==> config.mk <==
export PLATFORM = sky130hd
export DESIGN_NAME = mem_port_arbiter
export DESIGN_NICKNAME = d
export VERILOG_FILES = /design/src/rtl/mem_port_arbiter.sv
export SDC_FILE = /design/constraint.sdc
export NUM_CORES = 1
export LEC_CHECK = 0
export CAP_MARGIN = 20
export CELL_PAD_IN_SITES_DETAIL_PLACEMENT = 0
export CELL_PAD_IN_SITES_GLOBAL_PLACEMENT = 2
export CORE_AREA = 4 4 160 162
export CTS_BUF_LIST = sky130_fd_sc_hd__clkbuf_8
export DETAILED_ROUTE_END_ITERATION = 12
export DIE_AREA = 0 0 164 166
export PLACE_DENSITY = 0.92
export SKIP_CTS_REPAIR_TIMING = 1
export SLEW_MARGIN = 25
export SYNTH_ARGS = -nofsm -noshare
export SYNTH_HDL_FRONTEND = slang
export SYNTH_SLANG_ARGS = --single-unit
==> constraint.sdc <==
create_clock -name clk -period 6.4 [get_ports clk]
set_input_delay 1.28 -clock clk [delete_from_list [all_inputs] [get_ports clk]]
set_output_delay 1.28 -clock clk [all_outputs]
set_load 0.01 [all_outputs]
==> src/rtl/mem_port_arbiter.sv <==
// -----------------------------------------------------------------------------
// mem_port_arbiter
//   Shares one single-ported unified memory bus between the instruction-fetch
//   requester and the data (MEM-stage) requester. One bus transaction is
//   outstanding at a time. Data has fixed priority over fetch. A fetch that a
//   branch redirect invalidates still completes on the bus, but its response
//   is swallowed. A WAIT phase that lasts too long is closed with a zero
//   response and a bus_err pulse.
//
// Ports
//   clk, rst               clock, asynchronous active-high reset
//   if_req_i / if_addr_i   fetch request (held until if_valid_o)
//   if_valid_o / if_rdata_o  one-cycle fetch response
//   mem_req_i, mem_we_i, mem_addr_i, mem_wdata_i, mem_be_i  data request
//   mem_valid_o / mem_rdata_o  one-cycle data response (load data / store ack)
//   flush_i                branch redirect, invalidates an outstanding fetch
//   bus_req_o, bus_we_o, bus_addr_o, bus_wdata_o, bus_be_o  bus request side
//   bus_gnt_i, bus_rvalid_i, bus_rdata_i                    bus response side
//   stall_if_o, stall_mem_o  combinational stall requests to the hazard unit
//   bus_err_o              one-cycle pulse on a timeout completion
// -----------------------------------------------------------------------------
module mem_port_arbiter #(
    parameter int AW      = 32,
    parameter int TIMEOUT = 255
) (
    input  logic          clk,
    input  logic          rst,
    input  logic          if_req_i,
    input  logic [AW-1:0] if_addr_i,
    output logic          if_valid_o,
    output logic [31:0]   if_rdata_o,
    input  logic          mem_req_i,
    input  logic          mem_we_i,
    input  logic [AW-1:0] mem_addr_i,
    input  logic [31:0]   mem_wdata_i,
    input  logic [3:0]    mem_be_i,
    output logic          mem_valid_o,
    output logic [31:0]   mem_rdata_o,
    input  logic          flush_i,
    output logic          bus_req_o,
    output logic          bus_we_o,
    output logic [AW-1:0] bus_addr_o,
    output logic [31:0]   bus_wdata_o,
    output logic [3:0]    bus_be_o,
    input  logic          bus_gnt_i,
    input  logic          bus_rvalid_i,
    input  logic [31:0]   bus_rdata_i,
    output logic          stall_if_o,
    output logic          stall_mem_o,
    output logic          bus_err_o
);

    typedef enum logic [1:0] {IDLE, ISSUE, WAIT} state_t;

    // Counter only needs to reach TIMEOUT-1: the terminal WAIT cycle is the
    // one in which the count already equals TIMEOUT-1.
    localparam int          CW      = (TIMEOUT > 1) ? $clog2(TIMEOUT) : 1;
    localparam bit          TO_EN   = (TIMEOUT != 0);
    localparam logic [CW-1:0] TO_LAST = CW'(TIMEOUT - 1);

    state_t          state_q, state_d;
    logic            owner_mem_q, owner_mem_d;   // 1 = data owns the bus
    logic            drop_q, drop_d;
    logic [CW-1:0]   cnt_q, cnt_d;
    logic            bus_req_q, bus_req_d;
    logic            bus_we_q, bus_we_d;
    logic [AW-1:0]   bus_addr_q, bus_addr_d;
    logic [31:0]     bus_wdata_q, bus_wdata_d;
    logic [3:0]      bus_be_q, bus_be_d;
    logic            if_valid_q, if_valid_d;
    logic [31:0]     if_rdata_q, if_rdata_d;
    logic            mem_valid_q, mem_valid_d;
    logic [31:0]     mem_rdata_q, mem_rdata_d;
    logic            bus_err_q, bus_err_d;

    logic            mem_elig;
    logic            if_elig;
    logic            to_hit;
    logic            fetch_killed;
    logic [31:0]     rsp_data;

    // A requester is not eligible in its own valid cycle, so a held request
    // is not re-issued. A fetch flushed in the arbitration cycle is stale.
    assign mem_elig     = mem_req_i & ~mem_valid_q;
    assign if_elig      = if_req_i & ~if_valid_q & ~flush_i;
    assign to_hit       = TO_EN && (cnt_q == TO_LAST);
    // A flush arriving in the very completion cycle also kills the response.
    assign fetch_killed = drop_q | flush_i;
    assign rsp_data     = bus_rvalid_i ? bus_rdata_i : 32'h0;

    always_comb begin
        state_d     = state_q;
        owner_mem_d = owner_mem_q;
        drop_d      = drop_q;
        cnt_d       = cnt_q;
        bus_req_d   = bus_req_q;
        bus_we_d    = bus_we_q;
        bus_addr_d  = bus_addr_q;
        bus_wdata_d = bus_wdata_q;
        bus_be_d    = bus_be_q;
        if_valid_d  = 1'b0;
        if_rdata_d  = if_rdata_q;
        mem_valid_d = 1'b0;
        mem_rdata_d = mem_rdata_q;
        bus_err_d   = 1'b0;

        case (state_q)
            IDLE: begin
                drop_d = 1'b0;
                if (mem_elig) begin
                    owner_mem_d = 1'b1;
                    bus_we_d    = mem_we_i;
                    bus_addr_d  = mem_addr_i;
                    bus_wdata_d = mem_wdata_i;
                    bus_be_d    = mem_be_i;
                    bus_req_d   = 1'b1;
                    state_d     = ISSUE;
                end else if (if_elig) begin
                    owner_mem_d = 1'b0;
                    bus_we_d    = 1'b0;
                    bus_addr_d  = if_addr_i;
                    bus_wdata_d = 32'h0;
                    bus_be_d    = 4'hF;
                    bus_req_d   = 1'b1;
                    state_d     = ISSUE;
                end
            end

            ISSUE: begin
                // bus_rvalid_i here is a bus protocol violation and is ignored.
                if (flush_i && !owner_mem_q) begin
                    drop_d = 1'b1;
                end
                if (bus_gnt_i) begin
                    bus_req_d = 1'b0;
                    cnt_d     = '0;
                    state_d   = WAIT;
                end
            end

            WAIT: begin
                if (bus_rvalid_i || to_hit) begin
                    state_d   = IDLE;
                    drop_d    = 1'b0;
                    bus_err_d = ~bus_rvalid_i;
                    if (owner_mem_q) begin
                        mem_valid_d = 1'b1;
                        mem_rdata_d = rsp_data;
                    end else if (!fetch_killed) begin
                        if_valid_d = 1'b1;
                        if_rdata_d = rsp_data;
                    end
                end else begin
                    cnt_d = cnt_q + CW'(1);
                    if (flush_i && !owner_mem_q) begin
                        drop_d = 1'b1;
                    end
                end
            end

            default: state_d = IDLE;
        endcase
    end

    always_ff @(posedge clk or posedge rst) begin
        if (rst) begin
            state_q     <= IDLE;
            owner_mem_q <= 1'b0;
            drop_q      <= 1'b0;
            cnt_q       <= '0;
            bus_req_q   <= 1'b0;
            bus_we_q    <= 1'b0;
            bus_addr_q  <= '0;
            bus_wdata_q <= 32'h0;
            bus_be_q    <= 4'h0;
            if_valid_q  <= 1'b0;
            if_rdata_q  <= 32'h0;
            mem_valid_q <= 1'b0;
            mem_rdata_q <= 32'h0;
            bus_err_q   <= 1'b0;
        end else begin
            state_q     <= state_d;
            owner_mem_q <= owner_mem_d;
            drop_q      <= drop_d;
            cnt_q       <= cnt_d;
            bus_req_q   <= bus_req_d;
            bus_we_q    <= bus_we_d;
            bus_addr_q  <= bus_addr_d;
            bus_wdata_q <= bus_wdata_d;
            bus_be_q    <= bus_be_d;
            if_valid_q  <= if_valid_d;
            if_rdata_q  <= if_rdata_d;
            mem_valid_q <= mem_valid_d;
            mem_rdata_q <= mem_rdata_d;
            bus_err_q   <= bus_err_d;
        end
    end

    assign bus_req_o   = bus_req_q;
    assign bus_we_o    = bus_we_q;
    assign bus_addr_o  = bus_addr_q;
    assign bus_wdata_o = bus_wdata_q;
    assign bus_be_o    = bus_be_q;
    assign if_valid_o  = if_valid_q;
    assign if_rdata_o  = if_rdata_q;
    assign mem_valid_o = mem_valid_q;
    assign mem_rdata_o = mem_rdata_q;
    assign bus_err_o   = bus_err_q;

    // IF also holds while a killed fetch is still draining from the bus.
    assign stall_mem_o = mem_req_i & ~mem_valid_q;
    assign stall_if_o  = (if_req_i & ~if_valid_q) | (~owner_mem_q & drop_q);

endmodule
Yosys cells after proc, flatten, opt, wreduce, memory -nomap -nowiden

Cells that the tools add are included.

Input port bits: 140
Output and inout bits: 139
Register bits after elaboration: 149

Equality and inequality tests: 7
Multiplexer cells: 34
Add/sub/neg operators: 1
Reduce and logical (&&, ||, !) cells: 14
Bitwise gates (word level): 12

Operator list:

| kind                | number |
|---|---|
| $mux 32             | 5 |
| $mux 1              | 17 |
| $mux 8              | 2 |
| $pmux 8 s2          | 1 |
| $reduce_and 3->1    | 4 |
| $add 8x1->8 const B | 1 |
| $eq 8x8->1 const B  | 1 |
| $mux 2              | 4 |
| $mux 4              | 2 |
| $ne 2x2->1 const B  | 3 |
| $not 1->1           | 6 |
| $pmux 2 s3          | 1 |
| $reduce_bool 2->1   | 3 |
| $and 1x1->1         | 4 |
| $reduce_and 4->1    | 1 |
| $ne 3x3->1 const B  | 1 |
| $pmux 1 s3          | 1 |
| $reduce_bool 3->1   | 1 |
| $eq 2x1->1 const B  | 1 |
| $eq 2x2->1 const B  | 1 |
| $logic_not 2->1     | 1 |
| $or 1x1->1          | 2 |
| $pmux 1 s2          | 1 |
| $reduce_and 2->1    | 1 |
| 3 further kinds     | 3 |

Depth between registers and ports, before layout

Gate-level depths: netlist (run 1).

Depth after elaboration: 6
Mapped depth: 8

Worst setup path before layout (run 1)

OpenSTA, ideal clock, no wires.

Path kind: input to output
From: in mem_req_i
To: out stall_mem_o
Slack: 3.192 ns
Cell stages on the path: 4
Path buffers: 2
Required time: 5.120 ns
Arrival time: 1.928 ns
Path through: nand2b_1 > buf_2 > clkinv_1 > clkbuf_1

Longest elaborated chain between the ends: 1

Ends and longest elaborated chain:

| what            | RTL line | text |
|---|---|---|
| start, declared | 32       | `input logic mem_req_i,` |
| $and 1x1->1     | 211      | `assign stall_mem_o = mem_req_i & ~mem_valid_q;` |
| end, declared   | 49       | `output logic stall_mem_o,` |

No other way between the ends.

Final worst setup path (run 1)

Same ends and word-level chain as after synthesis.

==> results of run 1 <==
worst paths after layout:
kind | end | slack, ns | cells past startpoint
worst max-delay path | stall_mem_o | 2.60 | 4
worst min-delay path | bus_be_o[2]$_DFFE_PP0P_ | 0.50 | 1
worst max register to register | if_rdata_o[16]$_DFFE_PP0P_ | 4.08 | 6
worst min register to register | bus_be_o[2]$_DFFE_PP0P_ | 0.50 | 1
max in group asynchronous | bus_addr_o[6]$_DFFE_PP0P_ | 4.09 | 3
min in group asynchronous | bus_wdata_o[29]$_DFFE_PP0P_ | 1.27 | 2
logic make-up after synthesis:
group	after synthesis	share of synthesized area
multiplexers	1	0.00167
AO/OA/AOI/OAI	163	0.217
adder cells (fa/ha/maj)	6	0.0125
buffers and inverters	51	0.0418
flip-flops	149	0.623
AND/OR/NAND/NOR	139	0.104
cell type report:
| type | instances | area, µm² |
|---|---|---|
| Clock buffer | 17 | 234 |
| Clock inverter | 14 | 201 |
| Fill cell | 2372 | 14600 |
| Inverter | 13 | 53.8 |
| Multi-Input combinational cell | 309 | 2020 |
| Sequential cell | 149 | 3730 |
| Tap cell | 324 | 405 |
| Timing Repair Buffer | 288 | 2860 |
routing by layer:
layer	track usage	vias up	routed length [µm]	part of all wire
met5	0	-	0	0
met4	0.0492	0	355	0.018
met3	0.0352	21	1100	0.056
met2	0.236	169	9610	0.49
met1	0.179	2465	8470	0.43
li1	-	2387	-	-
placed cells by master, fill, tap and decap left out, drive strengths merged, types with 2 or more instances in the layout:
cell type	instances
clkdlybuf4s50	278
dfrtp	149
a22o	97
nand2	76
a31oi	36
nor2	36
clkbuf	17
inv	15
buf	10
nand3	7
ha	6
o21ai	6
o22a	5
o211ai	5
clkinv	5
bufinv	4
nand2b	3
o311ai	3
nand3b	3
clkinvlp	3
a21oi	3
nor3	2
or4	2
o22ai	2
or3	2
a21o	2
sequential cells by signal (all words and copies together), names as in the netlist:
register	flops
mem_rdata_o	32
bus_addr_o	32
if_valid_o	1
bus_err_o	1
bus_be_o	4
mem_valid_o	1
owner_mem_q	1
bus_we_o	1
drop_q	1
cnt_q	8
if_rdata_o	32
bus_req_o	1
bus_wdata_o	32
state_q	2
worst max-delay path, stage by stage:
cell	delay [ns]
sky130_fd_sc_hd__clkdlybuf4s50_1	0.50
sky130_fd_sc_hd__nand2b_1	0.12
sky130_fd_sc_hd__clkinv_1	0.09
sky130_fd_sc_hd__clkdlybuf4s50_1	0.54
power by group:
part | internal, mW | switching (mW) | leakage (nW) | total [mW]
clock network | 0.429 | 0.385 | 0.212 | 0.813
registers | 1.34 | 0.240 | 1.85 | 1.58
logic | 1.05 | 0.780 | 2.01 | 1.83
stage by stage:
| stage | hold slack [ns] | setup WS [ns] | power, mW |
|---|---|---|---|
| after CTS | 0.497 | 2.57 | 4.29 |
| final | 0.497 | 2.60 | 4.22 |
| after global routing | 0.516 | 2.53 | 4.49 |
| after floorplan | 0.502 | 1.11 | 2.39 |
| after detailed placement | 0.477 | 2.58 | 3.45 |
| after global placement | 0.471 | 2.58 | 3.43 |
==> Implementation_results.wiki, run 1 <==
{| class="wikitable"
! Metric !! Value
|-
| Overall global routing resource usage || 0.142
|-
| Synth Net Count || 655
|-
| Final instance count without filler cells || 1114
|-
| VDD IR-drop max || 0.189 mV
|-
| Wire per inst || 17.5 µm
|-
| WL final || 19.5 mm
|-
| Placed inst area || 9070 µm²
|-
| Pin count of the biggest net entering global routing || 70
|-
| WP data required || 5.12 ns
|-
| Setup TNS || 0 ns
|-
| Setup Viol. Count Final || 0
|-
| Die Y-Extent || 166 µm
|-
| Number of design-rule violations left by the first detailed-router iteration || around 310
|-
| Count of unresolved DRC violations after routing || 0
|-
| Critical path fanouts, max || 2
|-
| Detail Placement HPWL || 13.5 mm
|-
| Slew margin rel. || 0.552
|-
| Proportion of register bits with asynchronous set or reset after synthesis || 1.00
|-
| Via density || 4.53
|-
| Distinct cell type count after synthesis || 44
|-
| Maximum number of buffers from clock root to sink || 2
|-
| Share of Yosys cell area claimed by the top area cell type || 0.623
|-
| Final standard cell utilization of the core || 0.394
|-
| Hold/Removal Path Class || flop to flop
|-
| Clock Skew || 0.0143 ns
|-
| Crit path DAT || 2.52 ns
|-
| Core Box Area || ~24000 µm²
|-
| Vias in the first global route || roughly 5300
|-
| Placed Cells incl. Taps || 1083
|-
| Worst-Margin Slew || 0.672 ns
|-
| Final nets || 924
|-
| Yosys reg bits || 149
|-
| Cell area power density || 444 nW/µm²
|-
| TritonCTS clock tree || done
|-
| Startpoint type of the worst setup path || input port
|-
| Post-route minimum period || between 3 and 4 ns
|-
| Leakage power || about 4.1 nW
|-
| Sequential fraction of the synthesis area || 0.623
|-
| Wire length of the first global-routing pass || between 30 and 40 mm
|-
| Clock slew at reported path FFs || 0.08 ns
|-
| Via count || 5042
|-
| Area of the die || 27200 µm²
|-
| Setup repair after global routing missed its margin || no
|-
| Cells after Synth || 509
|-
| Antenna violations before repair || 0
|-
| Area of the mapped netlist || roughly 6000 µm²
|-
| Port-buffer cells || 278
|-
| Std-Cell Rows || 57
|-
| Synthesized area divided by synthesized cell count || between 10 and 15 µm²
|-
| Die span in x || 164 µm
|-
| Worst setup path startpoint || mem_req_i
|-
| Post-route fraction of the period consumed by the critical path || 0.594
|-
| CTS H-Tree Depth || 4
|-
| GRT overflow || 0
|-
| Start point of the worst min-delay path || bus_be_o[2]$_DFFE_PP0P_
|-
| Total of warnings raised by yosys || 0
|-
| Run status || completed
|-
| Start-to-end type of the worst setup path || input port to output pin
|-
| Signed area change from the synthesized netlist to the final layout || 58.7%
|-
| Antenna diodes || 0
|-
| Antenna viol nets, final || 0
|-
| First drt pass iteration count || 5
|-
| Clock latency reported for the late side of the worst-skew pair || 0.45 ns
|-
| Layout Cell Area excl Fill || around 9500 µm²
|-
| Launch point of the worst reg-to-reg path || state_q[0]$_DFFE_PP0P_
|-
| Starting Density || 0.248
|-
| Number of hold-slack violations in the final timing report || 0
|-
| Cell type with the largest total area after synthesis || sky130_fd_sc_hd__dfrtp_1
|-
| Post-synth top cells || 149 x sky130_fd_sc_hd__dfrtp_1, 97 x sky130_fd_sc_hd__a22o_1, 76 x sky130_fd_sc_hd__nand2_1, 36 x sky130_fd_sc_hd__a31oi_1, 35 x sky130_fd_sc_hd__nor2_1
|-
| Number of max-capacitance violations reported || 0
|-
| Number of top-level pins || 279
|-
| Cell with the most instances after synthesis || sky130_fd_sc_hd__dfrtp_1
|-
| Crit path capture type || output pin
|-
| Global placement routability congestion || 0.770
|-
| Number of enable-type register cells in the synthesized netlist || 0
|-
| Fraction of final layout cells sized beyond drive strength 1 || 0.0658
|-
| Number of clock buffers inserted by TritonCTS || 17
|-
| Ys flop type || sky130_fd_sc_hd__dfrtp_1
|-
| Pins over their slew limit || 0
|-
| Library cell used as clock root buffer || sky130_fd_sc_hd__clkbuf_8
|-
| Biggest area contributors in the synthesized netlist || sky130_fd_sc_hd__dfrtp_1 62%, sky130_fd_sc_hd__a22o_1 14%, sky130_fd_sc_hd__nand2_1 4.8%
|-
| Max Freq || 263 MHz
|-
| Number of clock sinks seen by CTS || 149
|}
(Power assumes the default switching activity.)
==> run 2, diff against run 1 <==
- clock period: 6.4 -> 3.92 ns (I/O delays scaled with it)
==> run 2 against run 1 <==
First-iteration DRC count increased by 14%. Highest routed layer unchanged. Largest cell class unchanged. Combinational power up 64%. Die area unchanged. Worst hold slack gained 0.0018 ns. Clock-buffer cell count stayed put. Sequential power grew 62%. Non-clock buffer count grew 1. Total power is 60% higher. Setup slack got worse by 1.5 ns. Critical endpoint is now stall_if_o. Sequential cell count did not move.
==> Implementation_results.wiki, run 2 (synthesis results as in run 1) <==
{| class="wikitable"
! Metric !! Value
|-
| Final nets || 925 (+0.11%)
|-
| Number of clock buffers inserted by TritonCTS || 17 (unchanged)
|-
| Most used cells in the layout excluding fill and tap cells || 278 x sky130_fd_sc_hd__clkdlybuf4s50_1, 149 x sky130_fd_sc_hd__dfrtp_1, 97 x sky130_fd_sc_hd__a22o_1, 76 x sky130_fd_sc_hd__nand2_1, 36 x sky130_fd_sc_hd__a31oi_1
|-
| Post-route fraction of the period consumed by the critical path || 0.720
|-
| Core Box Area || 24100 µm² (unchanged)
|-
| Fraction of final layout cells sized beyond drive strength 1 || 0.0657 (-0.000166)
|-
| Clock power share || 0.175 (-0.018)
|-
| Wire length of the first global-routing pass || 30.8 mm (+1.1%)
|-
| Clock Skew || 0.0213 ns (+0.00703 ns)
|-
| Die Y-Extent || 166 µm (unchanged)
|-
| Area taken by multi-input logic gates || 2020 µm² (about the same)
|-
| Via density || 4.53 (about the same)
|-
| WL final || 19.5 mm (-0.37%)
|-
| Net Sw Power || 2.32 mW (+65%)
|-
| Maximum number of buffers from clock root to sink || 2 (unchanged)
|-
| Critical path fanouts, max || 2 (unchanged)
|-
| Launch point of the worst reg-to-reg path || state_q[0]$_DFFE_PP0P_
|-
| Placed Cells incl. Taps || 1084 (+0.092%)
|-
| Via count || 5054 (+0.24%)
|-
| Combinational fraction of design power || 0.445 (+0.011)
|-
| Antenna viol nets, final || 0 (unchanged)
|-
| Area of the die || 27200 µm² (unchanged)
|-
| Number of top-level pins || 279 (unchanged)
|-
| R2r endpoint || if_rdata_o[20]$_DFFE_PP0P_
|-
| Post-route minimum period || 2.82 ns
|-
| Number of inserted filler cells in the final layout || 2401 (+1.2%)
|-
| Startpoint type of the worst setup path || input port
|-
| Clock latency reported for the late side of the worst-skew pair || 0.45 ns (about the same)
|-
| Start-to-end type of the worst setup path || input port to output pin
|-
| Number of hold-slack violations in the final timing report || 0 (unchanged)
|-
| Setup TNS || 0 ns (unchanged)
|-
| Crit path capture type || output pin
|-
| VDD IR-drop max || 0.318 mV (+69%)
|-
| Count of unresolved DRC violations after routing || 0 (unchanged)
|-
| Max Freq || around 350 MHz
|-
| WP data required || 3.14 ns (-1.98 ns)
|-
| Antenna violations before repair || 0 (unchanged)
|-
| Number of max-capacitance violations reported || 0 (unchanged)
|-
| Worst-Margin Slew || 0.838 ns (+0.166 ns)
|-
| Setup repair after global routing missed its margin || no
|-
| Setup Viol. Count Final || 0 (unchanged)
|-
| Vias in the first global route || 5334 (+1.5%)
|-
| Clock slew at reported path FFs || 0.09 ns (about the same)
|-
| First drt pass iteration count || 4 (-1)
|-
| Start point of the worst min-delay path || bus_be_o[1]$_DFFE_PP0P_
|-
| Reg2reg setup slack || 1.61 ns (-2.47 ns)
|-
| Slew margin rel. || 0.440 (-0.112)
|-
| Die span in x || 164 µm (unchanged)
|-
| Starting Density || 0.248 (unchanged)
|-
| Global placement routability congestion || 0.729 (-5.4%)
|-
| Number of clock sinks seen by CTS || 149 (unchanged)
|-
| Cell area power density || 712 nW/µm² (+60%)
|-
| Sequential share of power || 0.379 (+0.005)
|-
| Crit path DAT || 2.04 ns (-0.48 ns)
|-
| Antenna diodes || 0 (unchanged)
|-
| Worst hold stages || 1 (unchanged)
|-
| Port-buffer cells || 278 (unchanged)
|-
| Switching portion of total power || 0.344 (+0.0116)
|-
| Std-Cell Rows || 57 (unchanged)
|-
| Sequential cell area || 3730 µm² (unchanged)
|-
| Hold/Removal Path Class || flop to flop
|-
| Library cell used as clock root buffer || sky130_fd_sc_hd__clkbuf_8
|-
| Wire per inst || 17.4 µm (-0.55%)
|-
| Leakage power || 4.06 nW (-0.26%)
|-
| Detail Placement HPWL || 13.5 mm (-0.25%)
|-
| Pin count of the biggest net entering global routing || 70 (unchanged)
|-
| Final instance count without filler cells || 1116 (+0.18%)
|-
| Design internal power || 4.42 mW (+57%)
|-
| Destination of the worst hold path || bus_be_o[1]$_DFFE_PP0P_
|-
| Run status || completed
|-
| Number of design-rule violations left by the first detailed-router iteration || 358 (+14%)
|-
| Most common cell after layout, fill and taps aside || sky130_fd_sc_hd__clkdlybuf4s50_1
|-
| Count of cells along the worst register-to-register path || 6 (unchanged)
|-
| CTS H-Tree Depth || 4 (unchanged)
|-
| Signed area change from the synthesized netlist to the final layout || 58.3%
|-
| GRT overflow || 0 (unchanged)
|-
| Overall global routing resource usage || 0.143 (+0.00113)
|-
| Pins over their slew limit || 0 (unchanged)
|-
| TritonCTS clock tree || done
|}
==> run 2: cell count changes in the layout (fill, tap and decap cells not counted), sizes merged <==
cell and delta:
bufinv -3, inv +4, buf +1
==> run 2: how the worst max path moves through the flow <==
stage	startpoint	endpoint	slack, ns
after CTS	if_req_i	stall_if_o	1.11
after global placement	mem_req_i	stall_mem_o	1.10
after global routing	if_req_i	stall_if_o	1.03
after floorplan	rst	bus_addr_o[0]$_DFFE_PP0P_	1.26
final	if_req_i	stall_if_o	1.10
after detailed placement	if_req_i	stall_if_o	1.12
==> run 2: layout make-up <==
| cell class | instances | area share |
|---|---|---|
| sequential | 149 | 0.393 |
| timing repair buffer | 289 | 0.305 |
| multi-input combinational | 309 | 0.213 |
| tap | 324 | 0.0428 |
| clock buffer | 17 | 0.0247 |
| clock inverter | 15 | 0.0152 |
| inverter | 13 | 0.00554 |
==> run 2: power by group through the flow <==
| stage | sequential [mW] | clock (mW) | combinational [mW] |
|---|---|---|---|
| 3_3_place_gp | 2.57 | 0 | 3.02 |
| 2_1_floorplan | 2.85 | 0 | 1.05 |
| 5_1_grt | 2.66 | 1.30 | 3.22 |
| 6_report | 2.56 | 1.18 | 3.01 |
| 3_5_place_dp | 2.57 | 0 | 3.05 |
| 4_1_cts | 2.56 | 1.23 | 3.06 |
==> run 2: through the flow <==
stage / setup slack (ns) / utilization / hold WS, ns / area (µm²) / power [mW]
6_report: 1.10 / 0.393 / 0.499 / 9480 / 6.75
5_1_grt: 1.03 / 0.393 / 0.519 / 9480 / 7.17
4_1_cts: 1.11 / 0.393 / 0.501 / 9480 / 6.85
3_5_place_dp: 1.12 / 0.378 / 0.480 / 9100 / 5.62
3_3_place_gp: 1.10 / 0.378 / 0.476 / 9100 / 5.59
2_1_floorplan: 1.26 / - / 0.502 / 5990 / 3.90
==> run 2: critical path, stage by stage <==
cell and delay [ns]:
sky130_fd_sc_hd__clkdlybuf4s50_1 0.48, sky130_fd_sc_hd__inv_1 0.04, sky130_fd_sc_hd__o22ai_1 0.15, sky130_fd_sc_hd__clkdlybuf4s50_1 0.58
==> run 2: metal layers <==
| layer | share of wire | vias up | wire length (µm) | track usage |
|---|---|---|---|---|
| li1 | - | 2394 | - | - |
| met1 | 0.44 | 2479 | 8520 | 0.187 |
| met2 | 0.49 | 160 | 9440 | 0.232 |
| met3 | 0.057 | 21 | 1110 | 0.0338 |
| met4 | 0.020 | 0 | 389 | 0.0492 |
| met5 | 0 | - | 0 | 0 |
==> run 3, diff against run 2 <==
- clock period: 3.92 -> 2.85 ns (I/O delays scaled with it)
==> run 3 against run 2 <==
Via count up 0.79%. Clock-buffer cell count up 1. Cell area up 0.49%. Total power up 38%. Clock skew down 0.0037 ns. Die area unchanged. Clock power up 32%. Setup slack worse by 0.65 ns. Global-route usage up 0.12 points. Combinational power up 40%. Critical path type unchanged.
==> Implementation_results.wiki, run 3 (synthesis results as in run 1) <==
{| class="wikitable"
! Metric !! Value
|-
| Run status || completed
|-
| Clock Skew || 0.0176 ns (-0.00373 ns)
|-
| Start-to-end type of the worst setup path || input port to output pin
|-
| Count of unresolved DRC violations after routing || 0 (unchanged)
|-
| VDD IR-drop max || 0.383 mV (+20%)
|-
| Std-Cell Rows || 57 (unchanged)
|-
| Worst path cell trace || clkdlybuf4s50_1 > nand2b_1 > clkinv_1 > clkdlybuf4s50_1
|-
| Layout Cell Area excl Fill || 9520 µm² (+0.49%)
|-
| Antenna viol nets, final || 0 (unchanged)
|-
| Post-route fraction of the period consumed by the critical path || 0.842
|-
| Hold/Removal Path Class || input port to async pin
|-
| Via density || 4.56 (+0.70%)
|-
| Clock latency reported for the late side of the worst-skew pair || 0.43 ns (-0.02 ns)
|-
| Crit path capture type || output pin
|-
| WL final || 19.6 mm (+0.75%)
|-
| First drt pass iteration count || 5 (+1)
|-
| Setup repair after global routing missed its margin || no
|-
| Antenna violations before repair || 0 (unchanged)
|-
| Clock slew at reported path FFs || 0.08 ns (about the same)
|-
| Fraction of final layout cells sized beyond drive strength 1 || 0.0656 (-0.0000828)
|-
| Signed area change from the synthesized netlist to the final layout || 59.0%
|-
| Placed Cells incl. Taps || 1086 (+0.18%)
|-
| Worst-Margin Slew || 0.626 ns (-0.213 ns)
|-
| Starting Density || 0.248 (unchanged)
|-
| Maximum number of buffers from clock root to sink || 2 (unchanged)
|-
| Core Box Area || 24100 µm² (unchanged)
|-
| Cell area power density || 975 nW/µm² (+37%)
|-
| Startpoint type of the worst setup path || input port
|-
| Most common cell after layout, fill and taps aside || sky130_fd_sc_hd__clkdlybuf4s50_1
|-
| Overall global routing resource usage || 0.144 (+0.00120)
|-
| Die span in x || 164 µm (unchanged)
|-
| Final instance count without filler cells || 1117 (+0.090%)
|-
| Crit path DAT || 1.83 ns (-0.21 ns)
|-
| Die Y-Extent || 166 µm (unchanged)
|-
| Port-buffer cells || 278 (unchanged)
|-
| Wire per inst || 17.5 µm (+0.66%)
|-
| Area of the die || 27200 µm² (unchanged)
|-
| Post-layout power || 9.29 mW (+38%)
|-
| Most used cells in the layout excluding fill and tap cells || 278 x sky130_fd_sc_hd__clkdlybuf4s50_1, 149 x sky130_fd_sc_hd__dfrtp_1, 97 x sky130_fd_sc_hd__a22o_1, 76 x sky130_fd_sc_hd__nand2_1, 36 x sky130_fd_sc_hd__a31oi_1
|-
| Critical path fanouts, max || 2 (unchanged)
|-
| Antenna diodes || 0 (unchanged)
|-
| Number of hold-slack violations in the final timing report || 0 (unchanged)
|-
| Cell mode on critical path || sky130_fd_sc_hd__clkdlybuf4s50_1
|-
| Max Freq || 417 MHz
|-
| Via count || 5094 (+0.79%)
|-
| Leakage power || 4.08 nW (+0.55%)
|-
| Pin count of the biggest net entering global routing || 70 (unchanged)
|-
| GRT overflow || 0 (unchanged)
|-
| WP data required || 2.28 ns (-0.86 ns)
|-
| Number of clock sinks seen by CTS || 149 (unchanged)
|-
| Number of design-rule violations left by the first detailed-router iteration || 331 (-7.5%)
|-
| Post-route minimum period || between 2 and 2.5 ns
|-
| Global placement routability congestion || 0.754 (+3.5%)
|-
| Setup TNS || 0 ns (unchanged)
|-
| Wire length of the first global-routing pass || 31.2 mm (+1.0%)
|-
| Setup Viol. Count Final || 0 (unchanged)
|-
| Vias in the first global route || 5382 (+0.90%)
|-
| Library cell used as clock root buffer || sky130_fd_sc_hd__clkbuf_8
|-
| Placed inst area || 9170 µm² (+0.71%)
|-
| Slew margin rel. || 0.578 (+0.138)
|-
| Largest stage delay on the critical path || 0.55 ns (-0.03 ns)
|-
| Detail Placement HPWL || 13.7 mm (+1.5%)
|-
| Crit path max-delay cell type || sky130_fd_sc_hd__clkdlybuf4s50_1
|-
| Number of clock buffers inserted by TritonCTS || 17 (unchanged)
|-
| Number of top-level pins || 279 (unchanged)
|-
| Final nets || 927 (+0.22%)
|-
| Number of max-capacitance violations reported || 0 (unchanged)
|-
| CTS H-Tree Depth || 4 (unchanged)
|-
| Pins over their slew limit || 0 (unchanged)
|-
| TritonCTS clock tree || done
|-
| Number of inserted filler cells in the final layout || 2387 (-0.58%)
|}
==> run 3: changes by cell type in the layout (fill, tap and decap cells not counted) <==
cell / change
sky130_fd_sc_hd__inv_1: +1
sky130_fd_sc_hd__clkbuf_8: +1
sky130_fd_sc_hd__buf_4: -2
sky130_fd_sc_hd__inv_6: -4
sky130_fd_sc_hd__inv_8: -1
sky130_fd_sc_hd__clkinv_2: +2
sky130_fd_sc_hd__buf_12: +4
==> run 3: layer usage <==
layer | share of wire | vias up | wire length [µm] | global-route usage
li1 | - | 2396 | - | -
met1 | 0.42 | 2513 | 8330 | 0.182
met3 | 0.062 | 26 | 1220 | 0.0424
met4 | 0.025 | 0 | 494 | 0.0445
met2 | 0.49 | 159 | 9560 | 0.237
met5 | 0 | - | 0 | 0
==> run 3: final cells by class <==
cell class | count | area, µm² | share of cell area
Timing Repair Buffer | 291 | 2960 | 0.310
Multi-Input combinational cell | 309 | 2020 | 0.212
Tap cell | 324 | 405 | 0.0426
Clock buffer | 18 | 248 | 0.0260
Sequential cell | 149 | 3730 | 0.391
Clock inverter | 13 | 111 | 0.0117
Inverter | 13 | 52.6 | 0.00552
==> run 3: path summary, 6_finish.rpt <==
kind,startpoint,endpoint,slack [ns],depth (start not counted)
worst max-delay path,mem_req_i,stall_mem_o,0.45,4
worst min-delay path,rst,if_rdata_o[28]$_DFFE_PP0P_,0.40,2
worst max register to register,state_q[0]$_DFFE_PP0P_,if_rdata_o[13]$_DFFE_PP0P_,0.58,6
worst min register to register,bus_be_o[0]$_DFFE_PP0P_,bus_be_o[0]$_DFFE_PP0P_,0.49,1
max in group asynchronous,rst,bus_be_o[3]$_DFFE_PP0P_,1.85,3
min in group clk,bus_be_o[0]$_DFFE_PP0P_,bus_be_o[0]$_DFFE_PP0P_,0.49,1
==> run 3: metrics by stage <==
step | hold slack [ns] | util | setup slack, ns
5_1_grt | 0.367 | 0.395 | 0.371
2_1_floorplan | 0.502 | - | 0.405
6_report | 0.402 | 0.395 | 0.451
3_3_place_gp | 0.472 | 0.380 | 0.460
3_5_place_dp | 0.476 | 0.380 | 0.465
4_1_cts | 0.369 | 0.395 | 0.452
==> run 3: report_power, final <==
part           switching [mW]  internal [mW]  leakage [nW]
sequential              0.521           3.00          1.85
combinational            1.79           2.41          2.05
clock                   0.855          0.708         0.188
total                    3.16           6.12          4.08
==> run 3: critical path, delay by kind of cell <==
kind | cells | cell delay [ns]
buffers and inverters | 3 | 1.12
and+or+nand+nor | 1 | 0.15
